[config.mk]
export PLATFORM = sky130hd
export DESIGN_NAME = pwl_dac_slew
export DESIGN_NICKNAME = d
export VERILOG_FILES = /design/src/rtl/dac_pkg.sv /design/src/rtl/pwl_ramp_seg.sv /design/src/rtl/pwl_dac_slew.sv
export SDC_FILE = /design/constraint.sdc
export NUM_CORES = 1
export LEC_CHECK = 0
export CAP_MARGIN = 0
export CORE_UTILIZATION = 55
export CTS_CLUSTER_DIAMETER = 30
export DETAILED_ROUTE_END_ITERATION = 16
export PLACE_DENSITY_LB_ADDON = 0.05
export SLEW_MARGIN = 25
export SYNTH_ARGS = -nofsm -noshare
export SYNTH_HDL_FRONTEND = slang
export SYNTH_SLANG_ARGS = --single-unit
export TNS_END_PERCENT = 100
[constraint.sdc]
create_clock -name clk -period 15.88 [get_ports clk]
set_input_delay 1.588 -clock clk [delete_from_list [all_inputs] [get_ports clk]]
set_output_delay 1.588 -clock clk [all_outputs]
set_load 0.01 [all_outputs]
[src/rtl/dac_pkg.sv]
`default_nettype none
// ============================================================================
// Module   : dac_pkg
// Purpose  : Shared types and helpers for the slew-limited PWL DAC.
//            Voltages are signed integers in millivolts; time is an unsigned
//            count of clock ticks, one tick being the time resolution TU.
//            A PWL segment is the triple (a, b, t0): value a at tick t0,
//            slope b in mV per tick.
// Contents : state enum, ramp record, code-to-clipped-target function.
// Revision : 1.0  initial release
// ============================================================================
package dac_pkg;

    localparam int C_VW = 16;   // voltage word width (signed mV)
    localparam int C_TW = 32;   // time word width (ticks)
    localparam int C_GW = 8;    // generation counter width

    typedef enum logic [0:0] {
        IDLE = 1'b0,
        RAMP = 1'b1
    } state_e;

    // Pending ramp: target, start tick, duration and the generation tag
    // that must still be current when the end event fires.
    typedef struct packed {
        logic signed [C_VW-1:0] vt;
        logic [C_TW-1:0]        t_start;
        logic [C_TW-1:0]        dt;
        logic [C_GW-1:0]        gen;
    } ramp_t;

    typedef struct packed {
        logic signed [C_VW-1:0] v;
        logic                   sat;
    } target_t;

    // vt = vofs + code*lsb, clipped to [vmin, vmax]; sat flags the clip.
    function automatic target_t code_to_target(
        input logic signed [31:0] code,
        input int                 lsb,
        input int                 vofs,
        input int                 vmin,
        input int                 vmax
    );
        target_t r;
        int      v;
        v     = vofs + code * lsb;
        r.sat = 1'b0;
        if (v > vmax) begin
            v     = vmax;
            r.sat = 1'b1;
        end else if (v < vmin) begin
            v     = vmin;
            r.sat = 1'b1;
        end
        r.v = C_VW'(v);
        return r;
    endfunction

endpackage
`default_nettype wire

[src/rtl/pwl_ramp_seg.sv]
`default_nettype none
// ============================================================================
// Module   : pwl_ramp_seg
// Purpose  : Owns the PWL output segment. On a start strobe it evaluates the
//            current output, then either steps straight to the target (small
//            delta) or launches a ramp of slope +/-SR_STEP and schedules its
//            end. It owns the generation counter and writes the exact target
//            when the end event of the current generation fires.
// Ports    : clk, rstb      clock, async active-low reset
//            start_i        accept strobe (new target this edge)
//            vt_i           clipped target (mV)
//            now_i          current tick
//            out_a_o/b_o/t_o PWL segment (value mV, slope mV/tick, start tick)
//            busy_o         ramp in progress
// Revision : 1.0  initial release
// ============================================================================
module pwl_ramp_seg
    import dac_pkg::*;
#(
    parameter int VOFS_MV = 0,
    parameter int SR_STEP = 1,
    parameter int ETOL_MV = 1
) (
    input  logic                   clk,
    input  logic                   rstb,
    input  logic                   start_i,
    input  logic signed [C_VW-1:0] vt_i,
    input  logic [C_TW-1:0]        now_i,
    output logic signed [C_VW-1:0] out_a_o,
    output logic signed [C_VW-1:0] out_b_o,
    output logic [C_TW-1:0]        out_t_o,
    output logic                   busy_o
);

    localparam logic signed [C_VW-1:0] C_SR = C_VW'(SR_STEP);

    state_e                 state_q, state_d;
    ramp_t                  ramp_q,  ramp_d;
    logic [C_GW-1:0]        gen_q,   gen_d;
    logic signed [C_VW-1:0] a_q,     a_d;
    logic signed [C_VW-1:0] b_q,     b_d;
    logic [C_TW-1:0]        t_q,     t_d;

    logic [C_TW-1:0]  elapsed_w;
    logic signed [31:0] vc_w;
    logic signed [31:0] diff_w;
    logic signed [31:0] absd_w;
    logic signed [31:0] dt_raw_w;
    logic [C_TW-1:0]  dt_w;
    logic             end_hit_w;

    // Evaluate the live segment at the current tick; this is the start value
    // of a retargeted ramp, so the output stays continuous.
    assign elapsed_w = now_i - t_q;
    assign vc_w      = 32'(a_q) + 32'(b_q) * $signed(elapsed_w);
    assign diff_w    = 32'(vt_i) - vc_w;
    assign absd_w    = diff_w[31] ? -diff_w : diff_w;
    // Round up so the ramp never ends short; the end write removes overshoot.
    assign dt_raw_w  = (absd_w + 32'(SR_STEP) - 32'sd1) / 32'(SR_STEP);
    assign dt_w      = (dt_raw_w < 32'sd1) ? C_TW'(1) : C_TW'(dt_raw_w);

    assign end_hit_w = (state_q == RAMP) && (ramp_q.gen == gen_q)
                       && (now_i == ramp_q.t_start + ramp_q.dt);

    always_comb begin
        state_d = state_q;
        ramp_d  = ramp_q;
        gen_d   = gen_q;
        a_d     = a_q;
        b_d     = b_q;
        t_d     = t_q;
        if (start_i) begin
            // An accept always wins over a coincident end event: the new
            // generation makes the pending end stale.
            gen_d = gen_q + C_GW'(1);
            t_d   = now_i;
            if (absd_w < ETOL_MV) begin
                a_d     = vt_i;
                b_d     = '0;
                state_d = IDLE;
            end else begin
                a_d            = C_VW'(vc_w);
                b_d            = diff_w[31] ? -C_SR : C_SR;
                state_d        = RAMP;
                ramp_d.vt      = vt_i;
                ramp_d.t_start = now_i;
                ramp_d.dt      = dt_w;
                ramp_d.gen     = gen_d;
            end
        end else if (end_hit_w) begin
            a_d     = ramp_q.vt;
            b_d     = '0;
            t_d     = now_i;
            state_d = IDLE;
        end
    end

    // Reset discards any pending ramp record, which cancels its end event.
    always_ff @(posedge clk or negedge rstb) begin
        if (!rstb) begin
            state_q <= IDLE;
            ramp_q  <= '0;
            gen_q   <= '0;
            a_q     <= C_VW'(VOFS_MV);
            b_q     <= '0;
            t_q     <= '0;
        end else begin
            state_q <= state_d;
            ramp_q  <= ramp_d;
            gen_q   <= gen_d;
            a_q     <= a_d;
            b_q     <= b_d;
            t_q     <= t_d;
        end
    end

    assign out_a_o = a_q;
    assign out_b_o = b_q;
    assign out_t_o = t_q;
    assign busy_o  = (state_q == RAMP);

endmodule
`default_nettype wire

[src/rtl/pwl_dac_slew.sv]
`default_nettype none
// ============================================================================
// Module   : pwl_dac_slew
// Purpose  : Slew-limited DAC producing a PWL segment stream. Accepts a signed
//            code on each qualified clock edge, maps it to a clipped target
//            voltage and hands it to the ramp engine.
// Ports    : clk, rstb       clock, async active-low reset
//            din_i           signed code (NBIT)
//            din_valid_i     qualifies din_i
//            out_a_o/b_o/t_o PWL output (value mV, slope mV/tick, start tick)
//            busy_o          ramp in progress
//            sat_o           last accepted target was clipped
// Revision : 1.0  initial release
// ============================================================================
module pwl_dac_slew
    import dac_pkg::*;
#(
    parameter int NBIT    = 8,
    parameter int LSB_MV  = 10,
    parameter int VOFS_MV = 0,
    parameter int VMIN_MV = -1000,
    parameter int VMAX_MV = 1000,
    parameter int SR_STEP = 1,
    parameter int ETOL_MV = 1
) (
    input  logic                   clk,
    input  logic                   rstb,
    input  logic signed [NBIT-1:0] din_i,
    input  logic                   din_valid_i,
    output logic signed [C_VW-1:0] out_a_o,
    output logic signed [C_VW-1:0] out_b_o,
    output logic [C_TW-1:0]        out_t_o,
    output logic                   busy_o,
    output logic                   sat_o
);

    logic [C_TW-1:0] now_q, now_d;
    logic            sat_q, sat_d;
    target_t         tgt_w;

    assign tgt_w = code_to_target(32'(din_i), LSB_MV, VOFS_MV, VMIN_MV, VMAX_MV);

    // Tick counter is the time base of every PWL segment; it restarts at reset.
    always_comb begin
        now_d = now_q + C_TW'(1);
        sat_d = sat_q;
        if (din_valid_i) begin
            sat_d = tgt_w.sat;
        end
    end

    always_ff @(posedge clk or negedge rstb) begin
        if (!rstb) begin
            now_q <= '0;
            sat_q <= 1'b0;
        end else begin
            now_q <= now_d;
            sat_q <= sat_d;
        end
    end

    pwl_ramp_seg #(
        .VOFS_MV (VOFS_MV),
        .SR_STEP (SR_STEP),
        .ETOL_MV (ETOL_MV)
    ) u_ramp (
        .clk     (clk),
        .rstb    (rstb),
        .start_i (din_valid_i),
        .vt_i    (tgt_w.v),
        .now_i   (now_q),
        .out_a_o (out_a_o),
        .out_b_o (out_b_o),
        .out_t_o (out_t_o),
        .busy_o  (busy_o)
    );

    assign sat_o = sat_q;

endmodule
`default_nettype wire

==> impl_metrics.tcl <==
set metrics [dict create \
    cp_max_fo 29 \
    root_buffer "clkbuf_16" \
    synth_edf_count 0 \
    async_flop_share 1.000 \
    synth_mux_area_frac 0.02619 \
    post-place-ws_ps 1654 \
    synth_top_family_by_area "adder cells" \
    final_common_cell "inv_1" \
    dieArea_mm2 0.04349 \
    syn_inst 2635 \
    grt_pass1_wl_um 104800 \
    yosysWarnings 0 \
    final-hold-violation-count 0 \
    finalNonFillerCells 3218 \
    crit_path_top_delay_cell "xor2_1" \
    syn_area_per_cell_um2 8.904 \
    dp.cells 3185 \
    wl_per_cell_um 20.29 \
    final_cell_mix "inv_1, nand2_1, fa_1" \
    io_pins 77 \
    ys_seq_elements 175 \
    synthDistinctLibCells 106 \
    required_ps 16300 \
    met1_usage 0.4481 \
    cp-end-kind "register" \
    dpl.hpwl_um 54380 \
    yosysTopAreaCellShare 0.2056 \
    yosys.area.top_type "fa_1" \
    finalWirelength_um 65300 \
    setup_tns_ps 0 \
    finalSetupViolCount 0 \
    critical_path_class "register to register" \
    nFillCells 3702 \
    path_common_cell "inv_1" \
    vias_per_cell 5.704 \
    cts_resized 0 \
    worst_slew_pin_slew_ps 1070 \
    postLayoutSetupSlackWorst_ps 1833 \
    io_buffers 76 \
    hold_path.class "register to register" \
    drc 0 \
    arrival_ps 14470 \
    coreArea_mm2 0.04204 \
    first_global_vias 18660 \
    final_area_mm2 0.02538 \
    slowest_delay_ps 820 \
    num_vias 18360 \
    rsz0062_at_grt "no" \
    syn_area_mm2 0.02346 \
    dr.pass1.iters 5 \
    clk_path_buf_depth 2 \
    clkLatencyLatePin_ps 490 \
    synth-compound-area-share 0.1359 \
    top_usage_layer "met2" \
    grt_antenna_before_repair 0 \
    layout-drive-gt1-share 0.05562 \
    gp_congestion 0.9347 \
    yosys.area_share.simple 0.1419 \
    die_h_um 208.5 \
    clk_pin_slew_ps 80 \
    yosysSeqAreaShare 0.1867 \
    area_growth_syn_to_layout_pct 8.186 \
    fin_crit_ps 14050 \
    antenna_left 0 \
    status "finished clean" \
    synth_fa_ha_area_frac 0.3248 \
    final_nets 3139 \
    drv_cap 0 \
    finalMaxSlewViolations 0 \
    worstSetupStartpointType "register" \
    cts-htree-levels 4 \
    critical_path.top_delay_family "compound AO/OA/AOI/OAI gates" \
    cts_buffers 17 \
    insertedDiodeCount 0 \
    hold_buffers 0 \
    yosys-top-cells-area "fa_1, dfrtp_1, ha_1, xnor2_1, inv_1" \
    cts_tree "done" \
    relSlewSlack 0.2751 \
    crit_buf_inv 9 \
    use_met3 0.05268 \
    min_period_over_period 0.8846 \
    synth_xor_area_frac 0.1016 \
    skew_ps 12.77 \
    synthFlopType "dfrtp_1" \
    grt.met2_usage 0.4991 \
    die_w_um 208.5 \
    grt_max_degree 115 \
    cts_sinks 175 \
    rows 75 \
    start_util 0.5581 \
    grt_usage 0.3151 \
    postCtsSetupRepairBufs 0 \
    grt_overflow 0 \
    syn-num-nets 3108 \
    max_freq_mhz 71.19 \
    dpl_cell_area_mm2 0.02473 \
    drt_iter0_markers 1168 \
]
## stage by stage
step,hold WS (ps),utilization
after floorplan,445.6,-
after CTS,483.7,0.6031
after detailed placement,463.8,0.5882
final,479.6,0.6038
after global routing,498.0,0.6038
after global placement,458.7,0.5876
## area by class of cell
class,count,area [um^2],share of cell area
clock inverters,15,198.9,0.007838
clock buffers,17,425.4,0.01676
multi-input cells,1966,17190,0.6771
flip-flops and latches,175,4380,0.1726
well taps,539,674.4,0.02657
inverters,402,1509,0.05945
repair buffers,104,1008,0.03973
## per-layer routing
layer,up-vias,share of wire
met4,0,0.021
li1,8701,-
met1,9132,0.46
met2,450,0.46
met5,-,0
met3,73,0.056
## synthesized netlist by cell type, drive strengths merged (5+ instances only)
cell type / instances
a2111oi: 5
a211oi: 12
a21boi: 11
a21o: 57
a21oi: 130
a22o: 5
a22oi: 7
a31o: 8
a31oi: 19
and2: 38
and3: 15
buf: 33
clkbuf: 59
dfrtp: 175
fa: 241
ha: 221
inv: 402
mux2: 32
mux2i: 25
nand2: 291
nand2b: 26
nand3: 48
nand4: 22
nor2: 129
nor2b: 24
nor3: 30
nor3b: 10
nor4: 13
o211ai: 11
o21a: 28
o21ai: 133
o21bai: 16
o31a: 5
o31ai: 12
or2: 10
or3: 10
xnor2: 184
xor2: 83
## logic make-up after synthesis
| family | count (synthesis) |
|---|---|
| XOR/XNOR | 268 |
| AND/OR/NAND/NOR | 688 |
| AO/OA/AOI/OAI | 488 |
| adder cells (fa/ha/maj) | 465 |
| flip-flops | 175 |
| buffers and inverters | 494 |
| multiplexers | 57 |
## registers in the layout, summed over array words and instances, names as in the netlist
| register | count |
|---|---|
| now_q | 32 |
| sat_o | 1 |
| u_ramp.gen_q | 8 |
| u_ramp.out_a_o | 16 |
| u_ramp.out_b_o | 2 |
| u_ramp.out_t_o | 32 |
| u_ramp.ramp_q | 84 |
## path summary, 6_finish.rpt
check                                        from                 end  slack (ps)  cells after the start
worst max register to register           now_q[0]   u_ramp.ramp_q[64]        1830                     48
worst min-delay path            u_ramp.ramp_q[77]   u_ramp.ramp_q[77]         480                      2
min in group asynchronous                    rstb  u_ramp.out_t_o[26]        1120                      1
worst min register to register  u_ramp.ramp_q[77]   u_ramp.ramp_q[77]         480                      2
worst max-delay path                     now_q[0]   u_ramp.ramp_q[64]        1830                     48
max in group asynchronous                    rstb   u_ramp.ramp_q[38]       13260                      2
## worst min-delay path: stages (launching register included)
cell and delay (ps):
dfrtp_1 350, nand2_1 50, nand2_1 50
Power is left out: the tool's default activity adds up to more than one toggle a clock period on the data nets, which glitch-free logic cannot reach.
